$ cat src/rtl/amber48_uart_tx_fifo.sv
// amber48 UART transmitter: character FIFO feeding a configurable start/data/parity/stop serialiser.
// Define AMBER48_UART_TX_BREAK_EN to add the break_i line-break generator and its BREAK state.

// Character queue for the UART transmitter.
// Head entry readable combinationally; a push is visible to the reader from the next cycle.
// No internal guarding: the caller gates push on full and pop on empty.
module amber48_uart_tx_fifo_buf #(
    parameter int unsigned WIDTH = 8,
    parameter int unsigned DEPTH = 16
) (
    input  logic                   clk_i,
    input  logic                   rst_ni,
    input  logic                   push_i,
    input  logic [WIDTH-1:0]       wdat_i,
    input  logic                   pop_i,
    output logic [WIDTH-1:0]       rdat_o,
    output logic [$clog2(DEPTH):0] level_o,
    output logic [$clog2(DEPTH):0] level_nxt_o
);
    localparam int unsigned PTR_W = $clog2(DEPTH);

    logic [WIDTH-1:0] mem_q [DEPTH];
    logic [PTR_W-1:0] wr_ptr_q, wr_ptr_d;
    logic [PTR_W-1:0] rd_ptr_q, rd_ptr_d;
    logic [PTR_W:0]   level_q, level_d;

    // Depth is a power of two, so the pointers wrap on their own.
    always_comb begin
        wr_ptr_d = wr_ptr_q + PTR_W'(push_i);
        rd_ptr_d = rd_ptr_q + PTR_W'(pop_i);
        level_d  = level_q;
        if (push_i && !pop_i) begin
            level_d = level_q + 1'b1;
        end else if (!push_i && pop_i) begin
            level_d = level_q - 1'b1;
        end
    end

    always_ff @(posedge clk_i) begin
        if (!rst_ni) begin
            wr_ptr_q <= '0;
            rd_ptr_q <= '0;
            level_q  <= '0;
        end else begin
            wr_ptr_q <= wr_ptr_d;
            rd_ptr_q <= rd_ptr_d;
            level_q  <= level_d;
        end
    end

    always_ff @(posedge clk_i) begin
        if (push_i) begin
            mem_q[wr_ptr_q] <= wdat_i;
        end
    end

    assign rdat_o      = mem_q[rd_ptr_q];
    assign level_o     = level_q;
    assign level_nxt_o = level_d;
endmodule

// Serialises queued characters onto tx_o, LSB first, every state exactly DIV cycles long.
// Start bit drives tx_o one cycle after a push into an empty idle queue; queued frames run back-to-back.
// ready_o is low while the FIFO is full, even in a cycle that pops; there is no pass-through.
module amber48_uart_tx_fifo #(
    parameter int unsigned CLOCK_FREQ_HZ = 27_000_000,
    parameter int unsigned BAUD_RATE     = 115_200,
    parameter int unsigned DATA_BITS     = 8,
    parameter int unsigned PARITY        = 0,
    parameter int unsigned STOP_BITS     = 1,
    parameter int unsigned FIFO_DEPTH    = 16
) (
    input  logic                          clk_i,
    input  logic                          rst_ni,
    input  logic [DATA_BITS-1:0]          data_i,
    input  logic                          valid_i,
    output logic                          ready_o,
`ifdef AMBER48_UART_TX_BREAK_EN
    input  logic                          break_i,
`endif
    output logic                          tx_o,
    output logic                          busy_o,
    output logic [$clog2(FIFO_DEPTH):0]   level_o
);
    localparam int unsigned DIV   = (CLOCK_FREQ_HZ + BAUD_RATE / 2) / BAUD_RATE;
    localparam int unsigned CNT_W = (DIV > 1) ? $clog2(DIV) : 1;
    localparam int unsigned BIT_W = $clog2(DATA_BITS);
    localparam int unsigned LVL_W = $clog2(FIFO_DEPTH) + 1;

    localparam logic [CNT_W-1:0] CNT_LAST  = CNT_W'(DIV - 1);
    localparam logic [BIT_W-1:0] DATA_LAST = BIT_W'(DATA_BITS - 1);
    localparam logic [BIT_W-1:0] STOP_LAST = BIT_W'(STOP_BITS - 1);
    localparam logic [LVL_W-1:0] LVL_FULL  = LVL_W'(FIFO_DEPTH);

    if (DIV < 2) begin : g_chk_div
        $error("amber48_uart_tx_fifo: clock/baud divider must be at least 2");
    end
    if (DATA_BITS < 5 || DATA_BITS > 9) begin : g_chk_data
        $error("amber48_uart_tx_fifo: DATA_BITS must be 5..9");
    end
    if (PARITY > 2) begin : g_chk_par
        $error("amber48_uart_tx_fifo: PARITY must be 0, 1 or 2");
    end
    if (STOP_BITS < 1 || STOP_BITS > 2) begin : g_chk_stop
        $error("amber48_uart_tx_fifo: STOP_BITS must be 1 or 2");
    end
    if (FIFO_DEPTH < 2 || (FIFO_DEPTH & (FIFO_DEPTH - 1)) != 0) begin : g_chk_depth
        $error("amber48_uart_tx_fifo: FIFO_DEPTH must be a power of two >= 2");
    end

    typedef enum logic [2:0] {
        S_IDLE,
        S_START,
        S_DATA,
        S_PAR,
        S_STOP
`ifdef AMBER48_UART_TX_BREAK_EN
        , S_BREAK
`endif
    } state_e;

    state_e               state_q, state_d;
    logic [CNT_W-1:0]     cnt_q, cnt_d;
    logic [BIT_W-1:0]     bit_q, bit_d;
    logic [DATA_BITS-1:0] sh_q, sh_d;
    logic                 par_q, par_d;
    logic                 tx_q, tx_d;
    logic                 busy_q, busy_d;
    logic                 push, pop, brk, fifo_nempty, cnt_end;
    logic [DATA_BITS-1:0] fifo_rdat;
    logic [LVL_W-1:0]     level_nxt;
`ifdef AMBER48_UART_TX_BREAK_EN
    logic                 mark_q, mark_d;

    assign brk = break_i;
`else
    assign brk = 1'b0;
`endif

    amber48_uart_tx_fifo_buf #(
        .WIDTH (DATA_BITS),
        .DEPTH (FIFO_DEPTH)
    ) u_fifo (
        .clk_i       (clk_i),
        .rst_ni      (rst_ni),
        .push_i      (push),
        .wdat_i      (data_i),
        .pop_i       (pop),
        .rdat_o      (fifo_rdat),
        .level_o     (level_o),
        .level_nxt_o (level_nxt)
    );

    assign ready_o     = (level_o != LVL_FULL);
    assign push        = valid_i && ready_o;
    assign fifo_nempty = (level_o != '0);
    assign cnt_end     = (cnt_q == CNT_LAST);

    always_comb begin
        state_d = state_q;
        cnt_d   = cnt_q;
        bit_d   = bit_q;
        sh_d    = sh_q;
        par_d   = par_q;
        tx_d    = tx_q;
        pop     = 1'b0;
`ifdef AMBER48_UART_TX_BREAK_EN
        mark_d  = mark_q;
`endif
        case (state_q)
            S_IDLE: begin
                tx_d = 1'b1;
`ifdef AMBER48_UART_TX_BREAK_EN
                if (brk) begin
                    state_d = S_BREAK;
                    tx_d    = 1'b0;
                    cnt_d   = '0;
                    mark_d  = 1'b0;
                end else
`endif
                if (fifo_nempty) begin
                    pop = 1'b1;
                end
            end
            S_START: begin
                if (cnt_end) begin
                    state_d = S_DATA;
                    cnt_d   = '0;
                    bit_d   = '0;
                    tx_d    = sh_q[0];
                    sh_d    = sh_q >> 1;
                end else begin
                    cnt_d = cnt_q + 1'b1;
                end
            end
            S_DATA: begin
                if (cnt_end) begin
                    cnt_d = '0;
                    if (bit_q == DATA_LAST) begin
                        bit_d = '0;
                        if (PARITY != 0) begin
                            state_d = S_PAR;
                            tx_d    = par_q;
                        end else begin
                            state_d = S_STOP;
                            tx_d    = 1'b1;
                        end
                    end else begin
                        bit_d = bit_q + 1'b1;
                        tx_d  = sh_q[0];
                        sh_d  = sh_q >> 1;
                    end
                end else begin
                    cnt_d = cnt_q + 1'b1;
                end
            end
            S_PAR: begin
                if (cnt_end) begin
                    state_d = S_STOP;
                    cnt_d   = '0;
                    bit_d   = '0;
                    tx_d    = 1'b1;
                end else begin
                    cnt_d = cnt_q + 1'b1;
                end
            end
            S_STOP: begin
                if (cnt_end) begin
                    cnt_d = '0;
                    // bit_q counts stop-bit periods here; a pending break waits in IDLE.
                    if (bit_q == STOP_LAST) begin
                        if (fifo_nempty && !brk) begin
                            pop = 1'b1;
                        end else begin
                            state_d = S_IDLE;
                        end
                    end else begin
                        bit_d = bit_q + 1'b1;
                    end
                end else begin
                    cnt_d = cnt_q + 1'b1;
                end
            end
`ifdef AMBER48_UART_TX_BREAK_EN
            S_BREAK: begin
                if (!mark_q) begin
                    tx_d = 1'b0;
                    if (!brk) begin
                        mark_d = 1'b1;
                        tx_d   = 1'b1;
                        cnt_d  = '0;
                    end
                end else if (cnt_end) begin
                    mark_d = 1'b0;
                    if (fifo_nempty && !brk) begin
                        pop = 1'b1;
                    end else begin
                        state_d = S_IDLE;
                    end
                end else begin
                    cnt_d = cnt_q + 1'b1;
                end
            end
`endif
            default: begin
                state_d = S_IDLE;
                tx_d    = 1'b1;
            end
        endcase

        // A pop always launches a new frame, whichever state decided it.
        if (pop) begin
            state_d = S_START;
            tx_d    = 1'b0;
            cnt_d   = '0;
            bit_d   = '0;
            sh_d    = fifo_rdat;
            par_d   = (PARITY == 1) ? ~^fifo_rdat : ^fifo_rdat;
        end

        busy_d = (state_d != S_IDLE) || (level_nxt != '0);
    end

    always_ff @(posedge clk_i) begin
        if (!rst_ni) begin
            state_q <= S_IDLE;
            cnt_q   <= '0;
            bit_q   <= '0;
            sh_q    <= '0;
            par_q   <= 1'b0;
            tx_q    <= 1'b1;
            busy_q  <= 1'b0;
`ifdef AMBER48_UART_TX_BREAK_EN
            mark_q  <= 1'b0;
`endif
        end else begin
            state_q <= state_d;
            cnt_q   <= cnt_d;
            bit_q   <= bit_d;
            sh_q    <= sh_d;
            par_q   <= par_d;
            tx_q    <= tx_d;
            busy_q  <= busy_d;
`ifdef AMBER48_UART_TX_BREAK_EN
            mark_q  <= mark_d;
`endif
        end
    end

    assign tx_o   = tx_q;
    assign busy_o = busy_q;
endmodule

$ cat config.mk
export PLATFORM = sky130hd
export DESIGN_NAME = amber48_uart_tx_fifo
export DESIGN_NICKNAME = d
export VERILOG_FILES = /design/src/rtl/amber48_uart_tx_fifo.sv
export SDC_FILE = /design/constraint.sdc
export NUM_CORES = 1
export LEC_CHECK = 0
export ABC_AREA = 1
export CAP_MARGIN = 30
export CORE_ASPECT_RATIO = 1.25
export CORE_MARGIN = 2
export CORE_UTILIZATION = 40
export CTS_BUF_LIST = sky130_fd_sc_hd__clkbuf_8 sky130_fd_sc_hd__clkbuf_16
export DETAILED_ROUTE_END_ITERATION = 8
export DONT_BUFFER_PORTS = 1
export PLACE_DENSITY = 0.58
export SLEW_MARGIN = 25
export SYNTH_ARGS = -nofsm -noshare
export SYNTH_HDL_FRONTEND = slang
export SYNTH_SLANG_ARGS = --single-unit
$ cat constraint.sdc
create_clock -name clk_i -period 2.36 [get_ports clk_i]
set_input_delay 0.354 -clock clk_i [delete_from_list [all_inputs] [get_ports clk_i]]
set_output_delay 0.354 -clock clk_i [all_outputs]
set_load 0.01 [all_outputs]
==> run metrics, run 1 <==
Reg2Reg Setup Slack=approximately 0.13 ns; total grt overflow=0; Switching Fraction=~33%; Tmin final=2.23 ns; sequential area share after synthesis=between 60% and 70%; Sw Pwr=just under 0.003 W; Net count, final=between 700 and 800; kind of critical path=reg2reg; clk_skew=between 0.009 and 0.01 ns; clock buffer count from CTS=17; share of cells above drive strength 1=between 10 and 15%; Max-cap violations=0; 1st-iter DRT viols=about 380; Synthesis Warnings=0; final non-filler cell total=920; # diodes=0; internal cell power=slightly below 0.006 W; commonest non-fill, non-tap cell in the layout=edfxtp_1; DRC viols=0; Hold EP=u_fifo.mem_q[3][6]; Root Driver=clkbuf_16; Hold Path Class=in2reg; core area=around 0.017 mm²; Routed WL per cell=17.5 µm; crit path launch=u_fifo.level_o[0]; Tot GR Track Use=roughly 18%; global-route wire length before repair=between 20,000 and 25,000 µm; Post-Syn Instances=about 660; Slew @ Worst Pin=0.657 ns; row count=54; drt first pass iters=5; CP max FO=8; clk sinks=165; Hold Path Depth=0; Comb pwr share=28.7%; LEAKAGE=roughly 2.9 nW; synthesized flop and latch total=roughly 170; Syn Area/Cell=approximately 11 µm²; Post-Route Setup TNS=0 ns; HPWL Detailed=10,700 µm; # setup viols final=0; largest net degree at the start of global routing=65; clk_lat worst skew=between 0.4 and 0.5 ns; reg2reg start=u_fifo.level_o[0]; die width=roughly 120 µm; FILL cells=~1,600; worst vdd ir=0.000468 V; upper clock frequency limit=roughly 450 MHz; register clock-pin slew on the reported worst setup and hold paths=~0.07 ns; main flop type after synthesis=edfxtp_1; outcome=complete, no violations; CP required=2.49 ns; RePlAce Congestion=a little over 0.8; H-tree Lvls=4; share of power burned in registers=about two fifths; Antenna Nets Post-Route=0; vias in the first global route=around 4,700; critical path startpoint category=flop; DR vias/cell=5.29; Worst Path Arrival=around 2.4 ns; Setup Buffers After CTS=0; most frequent cells in the layout=128 x edfxtp_1, 121 x nor2_1, 72 x nand2_1; syn_nets=approximately 690; die area=about 0.019 mm²; CP Capture Type=flop; DR vias=slightly below 5,000; Die H=roughly 150 µm; Min-Delay Startpoint=data_i[6]; Max Slew Vio Count=0; clock buffer depth=2; placed insts=885; Power Dens Cells=1070 mW/mm²; CTS tree=done; post-synthesis async set-or-reset flop share=0%; initial antenna violation count=0; reg2reg path depth=8; input/output buffers=0; Cell variety after synth=40; synthesized area=around 0.007 mm²; Max transition margin=about 56%; starting density of the core=about two fifths; RSZ-0062 raised after global routing=no; num ports=19; fin crit share=between 90 and 100%; EDFF count, synth=128; Detailed Route WL=roughly 16,000 µm; Clock Power Share=between 30% and 40%; RR Endpoint=u_fifo.mem_q[12][4]; final hold viol count=0; synth-to-layout area growth=14.1%
-- registers in the layout (all words and copies together) (netlist names) --
signal and cells:
u_fifo.mem_q 128, cnt_q 8, sh_q 8, u_fifo.level_o 5
u_fifo.rd_ptr_q 4, u_fifo.wr_ptr_q 4, bit_q 3, state_q 3
busy_o 1, tx_o 1
-- metrics by stage --
step	util [%]	total power (W)	hold WS, ns	setup WS, ns	cell area [µm²]
after floorplan	-	0.00547	0.425	0.296	7170
after global placement	43.1	0.00606	0.434	0.198	7540
after detailed placement	43.1	0.00611	0.438	0.153	7540
after CTS	46.6	0.00886	0.00161	0.133	8160
after global routing	46.8	0.00930	0.000117	0.00666	8180
final	46.8	0.00879	0.0213	0.132	8180
-- what timing repair did --
action	CTS	global route
hold buffers	1	2
endpoints found under the hold margin	1	2
resized for setup	0	0
-- worst max-delay path, stage by stage, from the launching register on --
cell	delay [ns]
dfxtp_1	0.45
inv_1	0.13
ha_1	0.24
nand3_1	0.16
nand2_1	0.12
inv_2	0.17
nand3_1	0.25
nor2_1	0.23
buf_4	0.20
-- layout make-up --
type,count,area [µm²],share of cell area [%]
Sequential cell,165,4590,56.1
Timing Repair Buffer,29,250,3.06
Clock buffer,23,564,6.90
Multi-Input combinational cell,427,2290,28.0
Inverter,43,161,1.97
Clock inverter,9,46.3,0.566
Tap cell,224,280,3.43
-- how the worst max path moves through the flow --
stage | to | slack [ns]
2_1_floorplan | u_fifo.mem_q[10][0] | 0.30
3_3_place_gp | u_fifo.mem_q[12][1] | 0.20
3_5_place_dp | u_fifo.mem_q[12][4] | 0.15
4_1_cts | u_fifo.mem_q[12][4] | 0.13
5_1_grt | u_fifo.mem_q[12][1] | 0.007
6_report | u_fifo.mem_q[12][4] | 0.13
-- kinds of logic after synthesis --
| logic type | count (synthesis) | share of synthesized area [%] |
|---|---|---|
| AOI/OAI and AO/OA | 156 | 13.1 |
| xor gates and xnor gates | 8 | 0.977 |
| adders and majority gates | 12 | 2.09 |
| buffers and inverters | 72 | 4.10 |
| DFF | 165 | 63.9 |
| and+or+nand+nor | 251 | 15.8 |
-- power by group through the flow --
| stage | combinational, W | clock (W) | sequential [W] |
|---|---|---|---|
| floorplan | 0.00193 | 0 | 0.00354 |
| global placement | 0.00249 | 0 | 0.00357 |
| detailed placement | 0.00252 | 0 | 0.00358 |
| CTS | 0.00253 | 0.00280 | 0.00352 |
| global route | 0.00283 | 0.00292 | 0.00355 |
| finish | 0.00252 | 0.00275 | 0.00352 |
-- metal layers --
metal / up-vias / global-route usage [%] / share of wire [%]
li1: 2362 / - / -
met1: 2338 / 22.3 / 41
met2: 144 / 29.8 / 51
met3: 19 / 3.89 / 5.8
met4: 0 / 6.55 / 1.7
met5: - / 0 / 0
-- cells in the mapped netlist (4+ instances only) --
master / instances / share of area (%)
nand2_1: 72 / 3.8
nor2_2: 4 / 0.35
o211ai_1: 29 / 3.0
nor2_1: 121 / 6.3
edfxtp_1: 128 / 54
inv_2: 10 / 0.52
xor2_1: 5 / 0.61
nand2_2: 4 / 0.35
clkbuf_1: 14 / 0.73
dfxtp_1: 37 / 10
a31o_1: 7 / 0.85
inv_1: 32 / 1.7
nor2_4: 4 / 0.63
nand2_4: 5 / 0.79
ha_1: 12 / 2.1
nor3_1: 4 / 0.28
buf_2: 13 / 0.91
nand3_1: 28 / 2.0
a21oi_1: 30 / 2.1
a21oi_2: 8 / 0.98
o21ai_0: 70 / 4.9
(Power assumes the default switching activity.)
==> run 2, diff against run 1 <==
--- a/config.mk
+++ b/config.mk
@@ -5,7 +5,6 @@
 export SDC_FILE = /design/constraint.sdc
 export NUM_CORES = 1
 export LEC_CHECK = 0
-export ABC_AREA = 1
 export CAP_MARGIN = 30
 export CORE_ASPECT_RATIO = 1.25
 export CORE_MARGIN = 2
@@ -14,6 +13,7 @@
 export DETAILED_ROUTE_END_ITERATION = 8
 export DONT_BUFFER_PORTS = 1
 export PLACE_DENSITY = 0.58
+export SKIP_CTS_REPAIR_TIMING = 1
 export SLEW_MARGIN = 25
 export SYNTH_ARGS = -nofsm -noshare
 export SYNTH_HDL_FRONTEND = slang
==> run metrics, run 2 <==
clk_skew=0.00969 ns (+0.000172 ns); starting density of the core=40.8% (-0.16 points); register area=0.00459 mm² (about the same); Crit path max-delay family=adder cells; Reg2Reg Setup Slack=0.22 ns (+0.08 ns); CP most frequent cell=ha_1; Post-Synth Simple-Gate Area=8.53% (-7.3 points); kind of critical path=reg2reg; total grt overflow=0 (unchanged); reg2reg path depth=9 (+1); # setup viols final=0 (unchanged); initial antenna violation count=0 (unchanged); clk_lat worst skew=0.42 ns (about the same); FILL cells=1,430 (-9.2%); Max stage delay on crit path=0.41 ns (-0.04 ns); max reg flops=128 (unchanged); xor-xnor portion of the synthesized cell area=1.66% (+0.69 points); Max transition margin=66.0% (+9.9 points); Post-synth top cells=128 x edfxtp_1, 44 x nor2_1, 40 x mux4_2; Synth area leaders=edfxtp_1 56%, mux4_2 13%, dfxtp_1 11%, nor2_1 2.4%, ha_1 2.2%; main flop type after synthesis=edfxtp_1; Worst Path Arrival=2.45 ns (+0.09 ns); DR vias=3,654 (-25%); core area=0.0168 mm² (-4.1%); Tmin final=2.14 ns (-0.0836 ns); final hold viol count=0 (unchanged); Top Metal Used=met4; commonest non-fill, non-tap cell in the layout=edfxtp_1; H-tree Lvls=4 (unchanged); share of cells above drive strength 1=23.6% (+9.6 points); die width=121 µm (-2.2%); met1 wire length=5610 µm (-16%); Root Driver=clkbuf_16; Hold EP=tx_o; Min-Delay Startpoint=rst_ni; Routed WL per cell=18.6 µm (+6.2%); register clock-pin slew on the reported worst setup and hold paths=0.07 ns (about the same); synthesized area=0.00685 mm² (-4.5%); met3 wire length=347 µm (-63%); CTS tree=done; CP max FO=4 (-4); DRC viols=0 (unchanged); Antenna Nets Post-Route=0 (unchanged); Synthesis Warnings=0 (unchanged); Hold Path Depth=1 (+1); die area=0.0182 mm² (-4.4%); input/output buffers=0 (unchanged); clk sinks=165 (unchanged); post-synthesis adder-cell area fraction=2.34% (+0.24 points); RSZ-0062 raised after global routing=no; reg2reg start=cnt_q[0]; most frequent cells in the layout=128 x edfxtp_1, 44 x nor2_1, 40 x mux4_2; synth-to-layout area growth=16.4%; Net count, final=488 (-31%); crit path buf inv count=2 (-1); EDFF count, synth=128 (unchanged); Die H=150 µm (-2.2%); Power, Total=0.00810 W (-7.8%); Max-cap violations=0 (unchanged); largest family of logic cells by synthesized area=multiplexers; HPWL Detailed=8830 µm (-17%); vias in the first global route=3,903 (-17%); Max Slew Vio Count=0 (unchanged); fin crit share=90.9% (-3.5 points); clock buffer depth=2 (unchanged); Post-Syn Instances=426 (-36%); crit path cell chain=ha_1, nand4_1, o41ai_1, buf_4, nand2_1, inv_1, ha_1, ha_1, and2_1; sequential area share after synthesis=66.9% (+3.0 points); Synth Area in Compound Gates=4.11% (-9.0 points); multi-input logic area=0.00217 mm² (-5.6%); upper clock frequency limit=466 MHz (+3.9%); DR vias/cell=5.23 (-0.96%); outcome=complete, no violations; RePlAce Congestion=0.840 (+2.2%); slowest CP cell=dfxtp_1; clock buffer count from CTS=17 (unchanged); Biggest register=u_fifo.mem_q; RR Endpoint=u_fifo.rd_ptr_q[1]; row count=53 (-1.9%); Syn Area/Cell=16.1 µm² (+49%); post-synthesis async set-or-reset flop share=0% (unchanged); Slew @ Worst Pin=0.507 ns (-0.150 ns); Hold Path Class=in2reg; synthesized flop and latch total=165 (unchanged); WL met2=6870 µm (-16%); drt first pass iters=4 (-1); Post-Route Setup TNS=0 ns (unchanged); critical path startpoint category=flop; Tot GR Track Use=15.6% (-2.2 points); # diodes=0 (unchanged); share of the synthesized area in the top cell type=56.1% (+2.5 points); LEAKAGE=2.59 nW (-11%); syn_nets=449 (-35%); CP Capture Type=flop; 1st-iter DRT viols=256 (-33%); num ports=19 (unchanged); area leader, netlist=edfxtp_1; Cell variety after synth=49 (+23%); most common cell in the synthesized netlist=edfxtp_1; worst vdd ir=0.000558 V (+19%); Detailed Route WL=13,000 µm (-19%); CP required=2.67 ns (+0.18 ns); post-synthesis mux area share=14.8% (+15 points); largest net degree at the start of global routing=35 (-46%); Power Dens Cells=1020 mW/mm² (-5.4%); Top Registers=u_fifo.mem_q x128, cnt_q x8, sh_q x8; global-route wire length before repair=21,100 µm (-15%)
[run 2: cell count changes after synthesis, sizes merged, moves of 11 or more]
| cell | before | now |
|---|---|---|
| a21oi | 38 | 9 |
| mux4 | 0 | 40 |
| nand2 | 81 | 17 |
| nor2 | 130 | 44 |
| inv | 42 | 9 |
| o21ai | 72 | 9 |
| nand3 | 29 | 10 |
| o211ai | 29 | 1 |
| mux2i | 0 | 11 |
[run 2: worst max-delay path by stage]
stage / start / end / slack (ns) / cells after the start
finish: cnt_q[0] / u_fifo.rd_ptr_q[1] / 0.22 / 9
floorplan: u_fifo.level_o[0] / u_fifo.mem_q[4][0] / 0.07 / 7
global route: u_fifo.level_o[1] / u_fifo.level_o[1] / 0.04 / 9
global placement: cnt_q[0] / u_fifo.rd_ptr_q[1] / 0.31 / 9
CTS: cnt_q[0] / u_fifo.rd_ptr_q[1] / 0.21 / 9
detailed placement: cnt_q[0] / u_fifo.rd_ptr_q[1] / 0.23 / 9
[run 2: power by group]
part           internal, W  total (W)  switching (W)
clock              0.00140    0.00261        0.00121
sequential         0.00335    0.00350       0.000156
combinational     0.000976    0.00199        0.00101
[run 2: stage by stage]
| stage | instances | util [%] | cell area [µm²] | hold WS (ns) | setup WS (ns) |
|---|---|---|---|---|---|
| after floorplan | 426 | - | 6860 | 0.435 | 0.0669 |
| after global placement | 659 | 43.8 | 7340 | 0.445 | 0.314 |
| after detailed placement | 659 | 43.8 | 7340 | 0.438 | 0.233 |
| after CTS | 691 | 47.1 | 7910 | -0.00869 | 0.211 |
| after global routing | 698 | 47.5 | 7980 | 0.000977 | 0.0383 |
| final | 698 | 47.5 | 7980 | 0.0137 | 0.216 |
[run 2: final cells by class]
cell class	count	area share [%]
Inverter	10	0.471
Clock inverter	15	1.73
Sequential cell	165	57.5
Multi-Input combinational cell	232	27.2
Clock buffer	17	5.33
Tap cell	220	3.45
Timing Repair Buffer	39	4.36
[run 2: cells by family (layout without fill, tap and decap cells)]
family,count (synthesis),in the layout
flops,165,165
simple gates,115,115
xor+xnor,13,13
buf+inv,29,81
fa+ha+maj,13,13
mux,51,51
compound gates,40,40
[run 2: per-layer routing]
metal	track usage, %	vias up
met1	18.7	1867
li1	-	1726
met3	3.67	9
met2	27.3	52
met5	0	-
met4	5.76	0
==> run 3, diff against run 2 <==
--- a/config.mk
+++ b/config.mk
@@ -5,6 +5,7 @@
 export SDC_FILE = /design/constraint.sdc
 export NUM_CORES = 1
 export LEC_CHECK = 0
+export ABC_AREA = 1
 export CAP_MARGIN = 30
 export CORE_ASPECT_RATIO = 1.25
 export CORE_MARGIN = 2
==> constraint.sdc (replaced) <==
create_clock -name clk_i -period 2.36 [get_ports clk_i]
set_input_delay 0.472 -clock clk_i [delete_from_list [all_inputs] [get_ports clk_i]]
set_output_delay 0.472 -clock clk_i [all_outputs]
set_load 0.01 [all_outputs]
==> run metrics, run 3 (synthesized netlist as in run 1, its figures left out) <==
outcome=complete, no violations; Net count, final=703 (+44%); crit path cell chain=inv_1, ha_1, nand3_1, nand2_1, inv_2, nand3_2, nor2_1, buf_4; Top Registers=u_fifo.mem_q x128, cnt_q x8, sh_q x8; clk_skew=0.0102 ns (+0.000491 ns); register clock-pin slew on the reported worst setup and hold paths=0.06 ns (about the same); die width=124 µm (+2.3%); largest net degree at the start of global routing=65 (+86%); row count=54 (+1.9%); die area=0.0190 mm² (+4.6%); kind of critical path=reg2reg; Power Dens Cells=1070 mW/mm² (+5.4%); Placement Setup Slack=0.106 ns (-0.127 ns); commonest non-fill, non-tap cell in the layout=edfxtp_1; initial antenna violation count=0 (unchanged); crit path buf inv count=3 (+1); num ports=19 (unchanged); Worst Path Arrival=2.25 ns (-0.20 ns); FILL cells=1,581 (+11%); Max stage delay on crit path=0.45 ns (+0.04 ns); synth-to-layout area growth=13.2%; vias in the first global route=4,812 (+23%); RSZ-0062 raised after global routing=no; Tot GR Track Use=17.7% (+2.1 points); fin crit share=90.2% (-0.70 points); # diodes=0 (unchanged); clk sinks=165 (unchanged); Biggest register=u_fifo.mem_q; Crit path max-delay family=simple AND/OR/NAND/NOR gates; global-route wire length before repair=25,000 µm (+18%); Slew @ Worst Pin=0.657 ns (+0.150 ns); H-tree Lvls=4 (unchanged); CTS tree=done; Antenna Nets Post-Route=0 (unchanged); LEAKAGE=2.86 nW (+10%); total grt overflow=0 (unchanged); cell area after placement=0.00754 mm² (+2.7%); drt first pass iters=5 (+1); Min-Delay Startpoint=rst_ni; max reg flops=128 (unchanged); Routed WL per cell=17.4 µm (-6.4%); Root Driver=clkbuf_16; Max Slew Vio Count=0 (unchanged); input/output buffers=0 (unchanged); starting density of the core=41.0% (+0.16 points); 1st-iter DRT viols=411 (+61%); CP required=2.48 ns (-0.19 ns); final hold viol count=0 (unchanged); CP max FO=8 (+4); clock buffer count from CTS=17 (unchanged); Hold Path Class=in2reg; Power, Total=0.00869 W (+7.2%); critical path startpoint category=flop; # setup viols final=0 (unchanged); slowest CP cell=dfxtp_1; Post-Route Setup TNS=0 ns (unchanged); Max transition margin=56.1% (-9.9 points); core area=0.0175 mm² (+4.3%); reg2reg start=u_fifo.level_o[1]; crit path launch=u_fifo.level_o[1]; Detailed Route WL=15,900 µm (+23%); HPWL Detailed=10,600 µm (+20%); Max-cap violations=0 (unchanged); CP Capture Type=flop; Design Area, Final=0.00812 mm² (+1.8%); upper clock frequency limit=470 MHz (+0.78%); Die H=154 µm (+2.3%); clk_lat worst skew=0.42 ns (about the same); worst vdd ir=0.000520 V (-6.8%); DR vias=4,917 (+35%); most frequent cells in the layout=128 x edfxtp_1, 121 x nor2_1, 72 x nand2_1; share of cells above drive strength 1=14.6% (-9.1 points); DRC viols=0 (unchanged); Tmin final=2.13 ns (-0.0165 ns); setup ws final=0.232 ns (+0.0165 ns); RePlAce Congestion=0.821 (-2.3%); DR vias/cell=5.36 (+2.4%); clock buffer depth=2 (unchanged)
run 3: changes by cell type in the layout (fill, tap and decap cells not counted), moves of 8 or more:
cell and delta:
mux4_2 -40, inv_1 +24, nor2_1 +77, a21oi_1 +21
o211ai_1 +28, inv_2 +10, nand2_1 +55, a21oi_2 +8
mux2i_1 -11, o21ai_0 +61, nand3_1 +16
run 3: power by group:
group          internal, W  total, W  switching, W
combinational     0.000876   0.00252       0.00165
sequential         0.00335   0.00353      0.000172
clock              0.00154   0.00264       0.00109
total              0.00577   0.00869       0.00291
run 3: cell type report:
type	instances	area, µm²	share of cell area (%)
clock buffers	17	425	5.24
clock inverters	15	139	1.71
inverters	43	161	1.99
multi-input cells	427	2300	28.4
flip-flops and latches	165	4590	56.5
well taps	224	280	3.45
repair buffers	26	220	2.71
run 3: worst register-to-register path, cell delays in order, from the launching register on:
cell	delay (ns)
dfxtp_1	0.45
inv_1	0.12
ha_1	0.22
nand3_1	0.16
nand2_1	0.12
inv_2	0.18
nand3_2	0.19
nor2_1	0.21
buf_4	0.20
run 3: per-layer routing:
layer | wire length, µm | GRT usage (%) | share of wire [%]
met5 | 0 | 0 | 0
met4 | 427 | 7.41 | 2.7
met3 | 693 | 4.04 | 4.3
met2 | 7930 | 29.3 | 50
met1 | 6900 | 22.0 | 43
run 3: stage by stage:
step	hold WS [ns]	std cells	util (%)
after global routing	0.115	917	46.4
after CTS	0.115	917	46.3
after global placement	0.455	885	43.1
after detailed placement	0.471	885	43.1
final	0.133	917	46.4
after floorplan	0.444	664	-
run 3: path summary, 6_finish.rpt:
kind	slack, ns	to	cells past startpoint
max	0.23	u_fifo.mem_q[12][4]	8
min	0.13	tx_o	1
max reg2reg	0.23	u_fifo.mem_q[12][4]	8
min reg2reg	0.48	sh_q[7]	2
==> RTL edit 1 (flow settings as in run 1) <==
Register the output `level_o`; this adds one clock of latency there. The other outputs are not delayed to match.
--- a/src/rtl/amber48_uart_tx_fifo.sv
+++ b/src/rtl/amber48_uart_tx_fifo.sv
@@ -92,6 +92,8 @@
     localparam logic [BIT_W-1:0] STOP_LAST = BIT_W'(STOP_BITS - 1);
     localparam logic [LVL_W-1:0] LVL_FULL  = LVL_W'(FIFO_DEPTH);
 
+    logic [$clog2(FIFO_DEPTH):0] level_c;
+
     if (DIV < 2) begin : g_chk_div
         $error("amber48_uart_tx_fifo: clock/baud divider must be at least 2");
     end
@@ -147,13 +149,13 @@
         .wdat_i      (data_i),
         .pop_i       (pop),
         .rdat_o      (fifo_rdat),
-        .level_o     (level_o),
+        .level_o     (level_c),
         .level_nxt_o (level_nxt)
     );
 
-    assign ready_o     = (level_o != LVL_FULL);
+    assign ready_o     = (level_c != LVL_FULL);
     assign push        = valid_i && ready_o;
-    assign fifo_nempty = (level_o != '0);
+    assign fifo_nempty = (level_c != '0);
     assign cnt_end     = (cnt_q == CNT_LAST);
 
     always_comb begin
@@ -309,5 +311,9 @@
 
     assign tx_o   = tx_q;
     assign busy_o = busy_q;
+    always_ff @(posedge clk_i) begin
+        level_o <= level_c;
+    end
+
 endmodule
 
Function: changed (Yosys sat finds a counterexample within 4 cycles, from zero or initial values and one cycle with rst_ni low).
==> RTL edit 1 against run 1 <==
  * Final area fell by 1.3%
  * Synthesized area about the same
  * Wire length increased by 1.5%
  * Power up 0.49%
  * Clock skew is 2.8 ps lower
  * Worst setup slack better by 110 ps
  * Sequential cell count grew 5
  * Critical endpoint is now u_fifo.mem_q[8][7]
  * Largest cell class unchanged
==> RTL edit 1: results (changes against run 1) <==
Logic synthesis
  • Synth top area cells: edfxtp_1 54%, dfxtp_1 12%, nor2_1 6.2%
  • YS warnings: 0 (unchanged)
  • Xor-xnor portion of the synthesized cell area: 0.732% (-0.24 points)
  • Gate Count Post-Synth: 665 (+0.15%)
  • Sequential share of the synthesized area: 65.3% (+1.4 points)
  • Synth cell count leaders: 128 x edfxtp_1, 118 x nor2_1, 73 x o21ai_0
  • Syn nets: 688 (+0.15%)
  • Adder-Cell Fraction of Synth Area: 2.09% (about the same)

Final layout
  • Final std cells w/o fill: 917 (-0.33%)
  • Final #Nets: 704 (-0.28%)
  • Share of cells above drive strength 1: 11.4% (-2.7 points)

GRT
  • Total track usage: 17.9% (+0.16 points)
  • Pin count of the biggest net entering global routing: 66 (+1.5%)
  • First-pass GRT wire length: 25100 um (+0.80%)
  • Vias in the first global route: 4776 (+1.9%)

Timing
  • Clock Skews: 6.70 ps (-2.82 ps)
  • Final hold slack: 20.1 ps (-1.25 ps)
  • Slew margin rel.: 68.5% (+12 points)

Hold path
  • Worst Min Path Start: data_i[0]
  • Hold Path End: u_fifo.mem_q[5][0]

Place
  • Placed instance count: 884 (-0.11%)
  • Placer Congestion: 0.848 (+3.1%)
  • Dpl cell area: 0.00752 mm2 (-0.30%)
  • DP Worst Slack: 233 ps (+79.9 ps)

Worst setup path
  • Setup slack, reg-to-reg: 250 ps (+110 ps)
  • Worst endpoint data arrival time: 2250 ps (-110 ps)
  • FF-to-FF End: u_fifo.mem_q[8][7]

Power and ir drop
  • Pleak: 2.80 nW (-3.4%)
  • Pint: 0.00576 W (-2.4%)
  • Peak supply drop: 0.649 mV (+39%)

Routing
  • WL/cell: 17.8 um (+1.8%)
  • DR iter-0 viols: 390 (+1.8%)

Outcome
  • Status: finished, final reports clean
## RTL edit 1: worst max path at each step
stage | slack, ps | cells after the start | from | end
2_1_floorplan | 430 | 7 | u_fifo.level_o[0] | u_fifo.mem_q[10][0]
3_3_place_gp | 280 | 8 | u_fifo.level_o[0] | u_fifo.mem_q[8][6]
3_5_place_dp | 230 | 8 | u_fifo.level_o[0] | u_fifo.mem_q[8][2]
4_1_cts | 230 | 8 | u_fifo.level_o[0] | u_fifo.mem_q[8][2]
5_1_grt | 40 | 8 | u_fifo.level_o[0] | u_fifo.mem_q[9][5]
6_report | 250 | 8 | u_fifo.level_o[0] | u_fifo.mem_q[8][7]
## RTL edit 1: per-layer routing
| metal | vias to the layer above | routed length, um | global-route usage, % |
|---|---|---|---|
| li1 | 2372 | - | - |
| met1 | 2367 | 7020 | 22.2 |
| met2 | 116 | 8340 | 30.5 |
| met3 | 31 | 619 | 4.12 |
| met4 | 0 | 362 | 5.95 |
| met5 | - | 0 | 0 |
## RTL edit 1: layout make-up
type                            count  area [um2]
Clock inverter                     14         115
Clock buffer                       17         425
Multi-Input combinational cell    426        2200
Tap cell                          224         280
Fill cell                        1642        9420
Timing Repair Buffer               26         225
Inverter                           40         150
Sequential cell                   170        4690
## RTL edit 1: power groups by stage
stage / combinational [W] / sequential (W) / clock (W)
2_1_floorplan: 0.00206 / 0.00369 / 0
4_1_cts: 0.00258 / 0.00370 / 0.00261
5_1_grt: 0.00293 / 0.00373 / 0.00273
3_3_place_gp: 0.00253 / 0.00375 / 0
3_5_place_dp: 0.00257 / 0.00376 / 0
6_report: 0.00258 / 0.00369 / 0.00256
## RTL edit 1: repair_timing
item                       in CTS  in global routing
buffers inserted                0                  0
setup endpoints to repair       0                  0
hold endpoints to repair        1                  1
hold buffers                    1                  1
==> RTL edit 2 (settings of run 1) <==
Without the edit above. Build with the macro `AMBER48_UART_TX_BREAK_EN` defined.
--- a/src/rtl/amber48_uart_tx_fifo.sv
+++ b/src/rtl/amber48_uart_tx_fifo.sv
@@ -4,6 +4,8 @@
 // Character queue for the UART transmitter.
 // Head entry readable combinationally; a push is visible to the reader from the next cycle.
 // No internal guarding: the caller gates push on full and pop on empty.
+`define AMBER48_UART_TX_BREAK_EN
+
 module amber48_uart_tx_fifo_buf #(
     parameter int unsigned WIDTH = 8,
     parameter int unsigned DEPTH = 16
Interface: changed (added break_i); port bits go from 19 to 20. No check against the original RTL was run, so the function may have changed too.
==> RTL edit 2 against run 1 <==
  * Sequential share of layout area shrank 0.49 points
  * Final area grew 1.3%
  * Sequential cell count grew 1
  * Non-clock buffer count grew 10
  * Power shrank 6.8%
  * Synthesized area grew 0.75%
  * Sequential power shrank 1%
  * Worst setup slack gained 110 ps
  * Wire length grew 8.9%
  * First-iteration DRC count grew 22%
  * Maximum frequency grew 5.3%
  * Synthesized cell count grew 3.5%
  * Count of clock-buffer cells in the layout shrank 6
  * Largest power group unchanged
==> RTL edit 2: results (changes against run 1) <==
Outcome
  • Status: finished, final reports clean

GRT
  • Initial antenna violation count: 0 (unchanged)
  • Total track usage: 18.1% (+0.38 points)
  • First-pass GRT wire length: 26900 um (+8.1%)
  • Vias in the first global route: 5089 (+8.6%)
  • Pin count of the biggest net entering global routing: 65 (unchanged)

Worst setup path
  • CP max stage cell: dfxtp_2
  • FF-to-FF End: u_fifo.mem_q[2][5]
  • Setup slack, reg-to-reg: 240 ps (+110 ps)
  • Slowest stage delay, CP: 400 ps (-50 ps)
  • Setup crit end kind: register
  • Family with the most delay on the worst path: simple AND/OR/NAND/NOR gates
  • Worst-path fanout max: 8 (unchanged)
  • Worst endpoint data arrival time: 2250 ps (-110 ps)
  • Worst r2r src: u_fifo.level_o[1]
  • Crit start category: register
  • Reg2reg path depth: 8 (unchanged)

Power and ir drop
  • Pleak: 2.95 nW (+1.8%)
  • Peak supply drop: 0.524 mV (+12%)

Routing
  • Via density per instance: 5.38 (+1.8%)
  • Drt pass-1 iters: 5 (unchanged)
  • WL/cell: 18.4 um (+5.3%)
  • DR iter-0 viols: 468 (+22%)

Timing
  • Clock Skews: 10.9 ps (+1.38 ps)
  • Tightest Pin Transition: 531 ps (-126 ps)
  • F_max: 473 MHz (+5.3%)
  • Final hold slack: 16.6 ps (-4.74 ps)

Place
  • DP Worst Slack: 196 ps (+42.6 ps)
  • Port Buffer Count: 0 (unchanged)
  • Placer Congestion: 0.841 (+2.3%)
  • Post-DP HPWL: 11400 um (+6.1%)
  • Dpl cell area: 0.00761 mm2 (+0.93%)
  • Placed instance count: 908 (+2.6%)

Logic synthesis
  • Async S/R FF share, synth: 0% (unchanged)
  • Netlist cell types: 38 (-5.0%)
  • YS warnings: 0 (unchanged)
  • Gate Count Post-Synth: 687 (+3.5%)
  • Post-synth EDFFs: 128 (unchanged)
  • Syn nets: 711 (+3.5%)
  • Sequential share of the synthesized area: 63.7% (-0.20 points)
  • Synth cell count leaders: 128 x edfxtp_1, 110 x nor2_1, 78 x nand2_1
  • Synth top area cells: edfxtp_1 53%, dfxtp_1 11%, nor2_1 5.7%

Final layout
  • FILL cells: 1636 (+3.9%)
  • Final #Nets: 738 (+4.5%)
  • Final std cells w/o fill: 951 (+3.4%)
  • Share of cells above drive strength 1: 13.3% (-0.74 points)
  • Number of diodes: 0 (unchanged)

Clocking
  • Clock Latency Late Sink: 430 ps (about the same)
  • Hold bufs inserted after CTS: 1 (unchanged)
  • Root Driver: clkbuf_16
  • Total CTS buffers: 17 (unchanged)
  • H-tree depth: 4 (unchanged)
  • Setup bufs post-CTS: 0 (unchanged)

Hold path
  • Hold Path End: u_fifo.mem_q[14][4]
  • Worst Min Path Start: data_i[4]
  • Worst Hold Depth: 0 (unchanged)
  • Hold WC Path Type: input port to register
[RTL edit 2: changes by cell type in the layout (fill, tap and decap cells not counted), sizes merged, moves of 7 or more]
cell | before | now
o211ai | 29 | 6
o21ai | 72 | 90
o221ai | 0 | 9
a31o | 7 | 0
a31oi | 2 | 9
o22ai | 0 | 22
nor2 | 130 | 118
dlygate4sd3 | 3 | 11
a21oi | 38 | 22
inv | 46 | 64
[RTL edit 2: layout make-up]
| class | count | area (um2) | area share [%] |
|---|---|---|---|
| clock buffers | 17 | 425 | 5.13 |
| flip-flops and latches | 166 | 4610 | 55.6 |
| multi-input cells | 435 | 2290 | 27.6 |
| well taps | 224 | 280 | 3.38 |
| clock inverters | 15 | 136 | 1.65 |
| inverters | 55 | 206 | 2.49 |
| repair buffers | 39 | 345 | 4.17 |
[RTL edit 2: kinds of logic (layout without fill, tap and decap cells)]
group,Yosys count,in the layout,share of synthesized area (%)
DFF,166,166,63.7
xor gates and xnor gates,12,12,1.45
adders and majority gates,12,12,2.08
buffers and inverters,86,126,4.66
and+or+nand+nor,247,247,15.1
AOI/OAI and AO/OA,164,164,13.0
[RTL edit 2: power breakdown]
| part | leakage (nW) | total, W | switching (W) | internal [W] |
|---|---|---|---|---|
| registers | 1.47 | 0.00348 | 0.000152 | 0.00333 |
| logic | 1.21 | 0.00208 | 0.00139 | 0.000691 |
| clock network | 0.272 | 0.00263 | 0.00124 | 0.00139 |
| total | 2.95 | 0.00819 | 0.00278 | 0.00541 |
[RTL edit 2: routing by layer]
| layer | vias up | global-route usage, % | wire length, um |
|---|---|---|---|
| met5 | - | 0 | 0 |
| met4 | 0 | 7.33 | 444 |
| met3 | 30 | 3.80 | 790 |
| met2 | 153 | 31.7 | 8970 |
| met1 | 2461 | 21.8 | 7320 |
| li1 | 2475 | - | - |
